`src/rtl/wb_arbiter2.sv`:
```
// Two-master round-robin Wishbone arbiter that muxes the granted master onto one slave port.
// Optional slave-timeout bus-error return is enabled with `define WB_ARB_TIMEOUT_EN.
module wb_arbiter2 #(
  parameter int AW = 16,
  parameter int DW = 16
`ifdef WB_ARB_TIMEOUT_EN
  , parameter int TIMEOUT = 16
`endif
) (
  input  logic          clk_i,
  input  logic          rst_i,
  input  logic [AW-1:0] m0_adr_i,
  input  logic [DW-1:0] m0_dat_i,
  input  logic          m0_we_i,
  input  logic          m0_cyc_i,
  input  logic          m0_stb_i,
  output logic [DW-1:0] m0_dat_o,
  output logic          m0_ack_o,
  input  logic [AW-1:0] m1_adr_i,
  input  logic [DW-1:0] m1_dat_i,
  input  logic          m1_we_i,
  input  logic          m1_cyc_i,
  input  logic          m1_stb_i,
  output logic [DW-1:0] m1_dat_o,
  output logic          m1_ack_o,
  output logic [AW-1:0] s_adr_o,
  output logic [DW-1:0] s_dat_o,
  output logic          s_we_o,
  output logic          s_cyc_o,
  output logic          s_stb_o,
  input  logic [DW-1:0] s_dat_i,
  input  logic          s_ack_i
);

  typedef enum logic [1:0] {IDLE, GNT0, GNT1} state_e;

  state_e state_q, state_d;
  logic   last_q, last_d;

  always_ff @(posedge clk_i) begin
    if (rst_i) begin
      state_q <= IDLE;
      last_q  <= 1'b1;
    end else begin
      state_q <= state_d;
      last_q  <= last_d;
    end
  end

  // A tie in IDLE goes to the master that was not granted last.
  always_comb begin
    state_d = state_q;
    last_d  = last_q;
    case (state_q)
      IDLE: begin
        if (m0_cyc_i && (!m1_cyc_i || last_q)) begin
          state_d = GNT0;
        end else if (m1_cyc_i) begin
          state_d = GNT1;
        end
      end
      GNT0: begin
        if (!m0_cyc_i) begin
          state_d = m1_cyc_i ? GNT1 : IDLE;
        end
      end
      GNT1: begin
        if (!m1_cyc_i) begin
          state_d = m0_cyc_i ? GNT0 : IDLE;
        end
      end
      default: state_d = IDLE;
    endcase
    if (state_d == GNT0) begin
      last_d = 1'b0;
    end else if (state_d == GNT1) begin
      last_d = 1'b1;
    end
  end

`ifdef WB_ARB_TIMEOUT_EN
  localparam int CW = $clog2(TIMEOUT + 1);

  logic [CW-1:0] toCnt_q, toCnt_d;
  logic          abort;

  assign abort = (state_q != IDLE) && (toCnt_q == CW'(TIMEOUT));

  always_comb begin
    toCnt_d = toCnt_q;
    if (abort || (state_d != state_q) || s_ack_i) begin
      toCnt_d = '0;
    end else if (s_cyc_o && s_stb_o) begin
      toCnt_d = toCnt_q + 1'b1;
    end
  end

  always_ff @(posedge clk_i) begin
    if (rst_i) begin
      toCnt_q <= '0;
    end else begin
      toCnt_q <= toCnt_d;
    end
  end
`endif

  always_comb begin
    s_adr_o  = '0;
    s_dat_o  = '0;
    s_we_o   = 1'b0;
    s_cyc_o  = 1'b0;
    s_stb_o  = 1'b0;
    m0_ack_o = 1'b0;
    m1_ack_o = 1'b0;
    m0_dat_o = s_dat_i;
    m1_dat_o = s_dat_i;
    case (state_q)
      GNT0: begin
        s_adr_o  = m0_adr_i;
        s_dat_o  = m0_dat_i;
        s_we_o   = m0_we_i;
        s_cyc_o  = m0_cyc_i;
        s_stb_o  = m0_stb_i;
        m0_ack_o = s_ack_i & m0_stb_i;
      end
      GNT1: begin
        s_adr_o  = m1_adr_i;
        s_dat_o  = m1_dat_i;
        s_we_o   = m1_we_i;
        s_cyc_o  = m1_cyc_i;
        s_stb_o  = m1_stb_i;
        m1_ack_o = s_ack_i & m1_stb_i;
      end
      default: ;
    endcase
`ifdef WB_ARB_TIMEOUT_EN
    // Bus-error return: strobe withdrawn from the slave, master acked with all-ones data.
    if (abort) begin
      s_stb_o = 1'b0;
      if (state_q == GNT0) begin
        m0_ack_o = 1'b1;
        m0_dat_o = '1;
      end else begin
        m1_ack_o = 1'b1;
        m1_dat_o = '1;
      end
    end
`endif
  end

endmodule

```
`config.mk`:
```
export PLATFORM = sky130hd
export DESIGN_NAME = wb_arbiter2
export DESIGN_NICKNAME = d
export VERILOG_FILES = /design/src/rtl/wb_arbiter2.sv
export SDC_FILE = /design/constraint.sdc
export NUM_CORES = 1
export LEC_CHECK = 0
export CORE_MARGIN = 2
export CORE_UTILIZATION = 24
export CTS_CLUSTER_SIZE = 30
export DETAILED_ROUTE_END_ITERATION = 8
export PLACE_DENSITY = 0.88
export SLEW_MARGIN = 10
export SYNTH_ARGS = -nofsm -noshare
export SYNTH_HDL_FRONTEND = slang
export SYNTH_SLANG_ARGS = --single-unit
```
`constraint.sdc`:
```
create_clock -name clk_i -period 2.81 [get_ports clk_i]
set_clock_uncertainty 0.05 [all_clocks]
set_input_delay 0.7025 -clock clk_i [delete_from_list [all_inputs] [get_ports clk_i]]
set_output_delay 0.7025 -clock clk_i [all_outputs]
set_load 0.03 [all_outputs]
```
; ---- Word level (Yosys, flattened, before mapping)
; Index checks and enable logic that the tools add are counted.
[op_classes]
n_addsub = 0
mul = 0
div_mod_pow = 0
n_lt_le_gt_ge = 0
n_eq_ne = 4
n_shift = 0
muxes = 16
bitwise_logic = 2
reduce_logical = 5
[op_table]
columns = cell, count
row1 = $pmux 16 s2, 2
row2 = $mux 2, 5
row3 = $pmux 1 s2, 3
row4 = $pmux 2 s3, 1
row5 = $mux 1, 5
row6 = $eq 2x1->1 const B, 2
row7 = $eq 2x2->1 const B, 2
row8 = $and 1x1->1, 2
row9 = $logic_not 2->1, 1
row10 = $reduce_bool 2->1, 1
row11 = $logic_and 1x1->1, 1
row12 = $logic_not 1->1, 1
row13 = $logic_or 1x1->1, 1
[totals]
ff_bits = 3
latch_bits = 0
ramBits = 0
rom_bits = 0
inputBits = 89
out_inout_bits = 69
memories = 0

; ---- Depth between registers and ports, before layout
; Gate-level depths: netlist of the first run.
[depth]
ltp_word = 8
ltp_mapped = 10
ltp_nobuf = 9

; ---- Worst setup path before layout of the first run
; OpenSTA, ideal clock, no wires.
[synth_timing]
kind = reg-to-output
start = register state_q[0]
end = output s_adr_o[0]
arrival_time_ps = 1507
required_time_ps = 2058
slack_ps = 550
path_stages_with_launch = 5
path_cell_list = dfxtp_1 inv_1 ha_1 clkbuf_1 nor2b_1
[synth_between]
elab_chain_len = 2
word_cells_on_any_way = 3
cone_classes = 2 x eq/ne / 1 x mux
[synth_rtl]
columns = item, line_no
row1 = from (decl), 37  ; state_e state_q, state_d;
row2 = from (signal assigned), 45  ; state_q <= state_d;
row3 = $eq 2x2->1 / $eq 2x1->1 (equally long branches), 117  ; case (state_q)
row4 = $pmux 16 s2 *, 117
row5 = to (decl), 26  ; output logic [AW-1:0] s_adr_o,
; Mark *: on every way between the ends. The rest lies on a longest branch, timed or not.

; ---- Worst setup path in the final report of the first run
[layout_timing]
start = input s_ack_i
end = output m0_ack_o
[layout_between]
elab_chain_len = 2
[layout_rtl]
columns = item, line_no
row1 = from (decl), 32  ; input logic s_ack_i
row2 = $and 1x1->1, 124  ; m0_ack_o = s_ack_i & m0_stb_i;
row3 = $mux 1, 117
row4 = to (decl), 18  ; output logic m0_ack_o,
; Every way passes these cells.

==> results of run 1 <==
==> cells by family (layout without fill, tap and decap cells) <==
kind of cell	Yosys count	count (layout)	synth area share
buffers and inverters	49	125	0.296
AOI/OAI and AO/OA	45	45	0.330
and+or+nand+nor	43	43	0.239
adders and majority gates	6	6	0.0697
DFF	3	3	0.0558
muxes	1	1	0.00929
==> report_power, final <==
| group | switching, W | internal (W) |
|---|---|---|
| sequential | 0.0000116 | 0.0000528 |
| clock | 0.0000288 | 0.0000968 |
| combinational | 0.000319 | 0.000316 |
==> synthesized netlist by cell type, drive strengths merged <==
| library cell | n |
|---|---|
| clkbuf | 4 |
| a32o | 1 |
| inv | 6 |
| a32oi | 2 |
| a22oi | 35 |
| nor2b | 35 |
| a21o | 1 |
| nor3 | 1 |
| mux2i | 1 |
| o21ai | 1 |
| a21boi | 1 |
| o22ai | 1 |
| nand2 | 1 |
| nor2 | 3 |
| dfxtp | 3 |
| buf | 39 |
| a22o | 1 |
| ha | 6 |
| and3 | 2 |
| nand2b | 1 |
| o21bai | 1 |
| a21oi | 1 |
==> routing by layer <==
metal | track usage | wire (um) | up-vias
li1 | - | - | 641
met1 | 0.127 | 1290 | 588
met2 | 0.248 | 1870 | 75
met3 | 0.0370 | 391 | 4
met4 | 0.0377 | 29 | 0
met5 | 0 | 0 | -
==> state kept, by name (all words and copies together), names as in the netlist <==
register and cells:
last_q 1, state_q 2
==> cell type report <==
| class | count | area (um2) | area share |
|---|---|---|---|
| timing repair buffer | 115 | 1050 | 0.540 |
| multi-input combinational | 95 | 698 | 0.360 |
| tap | 52 | 65.1 | 0.0336 |
| sequential | 3 | 60.1 | 0.0310 |
| clock buffer | 4 | 45.0 | 0.0233 |
| inverter | 6 | 22.5 | 0.0116 |
==> per-stage QoR <==
step	hold WS [ns]	worst slack (ns)	cells
after CTS	0.477	0.0621	275
after global routing	0.519	0.0173	275
after global placement	0.455	0.0740	271
after detailed placement	0.464	0.0621	271
final	0.473	0.0567	275
after floorplan	0.421	0.550	147
==> worst register-to-register path: stages (launching register included) <==
cell and delay [ns]:
dfxtp_1 0.42, inv_1 0.10, ha_1 0.22, buf_4 0.21, a22o_1 0.23, a32oi_1 0.18, a21oi_1 0.10, ha_1 0.30
mux2i_1 0.18, nand2b_1 0.06
==> worst paths after layout <==
check | from | to | cells after the start
hold / removal | last_q$_SDFFE_PP1P_ | last_q$_SDFFE_PP1P_ | 2
setup reg to reg | state_q[0]$_SDFF_PP0_ | last_q$_SDFFE_PP1P_ | 9
setup / recovery | s_ack_i | m0_ack_o | 3
hold reg to reg | last_q$_SDFFE_PP1P_ | last_q$_SDFFE_PP1P_ | 2
==> impl_metrics.json, run 1 <==
{
  "final_util": 0.448,
  "dieWidth_um": 71.0,
  "fin_crit_ns": 2.75,
  "worst_pin_slew_ns": 0.301,
  "num_antenna_cells": 0,
  "drive_above_1_share": 0.211,
  "num_vias": 1308,
  "postRouteAntennaNets": 0,
  "route.detailed.wl_per_inst_um": 13.0,
  "die_h_um": 71.0,
  "outcome": "finished, final reports clean",
  "synth_area_leader_cell": "a22oi_1",
  "ys_seq_area_frac": 0.0557,
  "slew_violations": 0,
  "critPathCaptureType": "primary output",
  "syn-num-nets": 242,
  "io_pins": 158,
  "critPathTopFamily": "buffers and inverters",
  "rows": 24,
  "avgSynthCellArea_um2": 7.33,
  "antenna_found_initial": 0,
  "finalSetupTns_ns": 0,
  "cts_tree": "yes",
  "place.gp.congestion": 0.734,
  "drt_first_pass_iters": 4,
  "synth_top_cell_area_share": 0.237,
  "overflow": 0,
  "gr-usage-all-layers": 0.127,
  "rrSetupSlack_ns": 0.66,
  "syn2layout_area_growth_pct": 79.8,
  "ys_ff_latch": 3,
  "drtIter0Drc": 29,
  "dpl_cell_area_mm2": 0.00189,
  "final_common_cell": "clkdlybuf4s50_1",
  "crit_path_start_kind": "input port",
  "fmax_mhz": 363,
  "final_hold_viol_count": 0,
  "synthTopCellsByArea": "a22oi_1 24%, buf_4 22%, nor2b_1 20%, ha_1 7.0%, dfxtp_1 5.6%",
  "dieArea_mm2": 0.00504,
  "dp_hpwl_mm": 2.92,
  "grt_max_degree": 20,
  "post_cts_buffers": 0,
  "setup_violations": 0,
  "initial_utilization": 0.249,
  "crit_path_max_fanout": 2,
  "slowest_stage": "clkdlybuf4s50_1",
  "cts_sinks": 3,
  "leakagePower_nw": 0.788,
  "crit_type": "in -> out",
  "clock_latency_ns": 0.22,
  "synthCells": 147,
  "grt_pass1_vias": 1217,
  "root_buffer": "clkbuf_8",
  "crit_arrival_ns": 2.00,
  "max_stage_delay_ns": 0.66,
  "yosysWarnings": 0,
  "port_buffers": 109,
  "drt-total-wl_mm": 3.59,
  "design_area_mm2": 0.00194,
  "rsz0062_at_grt": "no",
  "synth_cell_types": 25,
  "crit_required_ns": 2.06,
  "avgViaCountPerCell": 4.76,
  "clk_pin_slew_ns": 0.03,
  "period_share": 0.980,
  "htreeDepth": 1,
  "clk_path_buf_depth": 2,
  "cp_common_cell": "clkdlybuf4s50_1",
  "cp_cell_sequence": "clkdlybuf4s50_1, and3_1, clkdlybuf4s50_1",
  "grt_pass1_wl_mm": 5.33,
  "slew_headroom": 0.799,
  "layout_common_cells": "73 x clkdlybuf4s50_1, 42 x buf_4, 35 x nor2b_1",
  "core_mm2": 0.00432,
  "total_power_w": 0.000825,
  "path_buf_inv": 2,
  "min_path_type": "reg -> reg",
  "vdd_drop_max_mv": 0.292,
  "synth_area_mm2": 0.00108,
  "maxCapViolCount": 0,
  "cts_buffers": 3,
  "fill_cells": 440,
  "cts_resized": 0,
  "drc": 0,
  "ctsHoldBuffers": 0,
  "nets": 319,
  "cellPowerDensity_mw_per_mm2": 426
}
Note: power is estimated with default switching activity, not from simulation.
==> inputs of run 2 (changes only) <==
Settings changed: CAP_MARGIN from default to 5, SLEW_MARGIN 10 to 20.
==> results of run 2 <==
Final layout, timing and power as in run 1 (identical DEF).
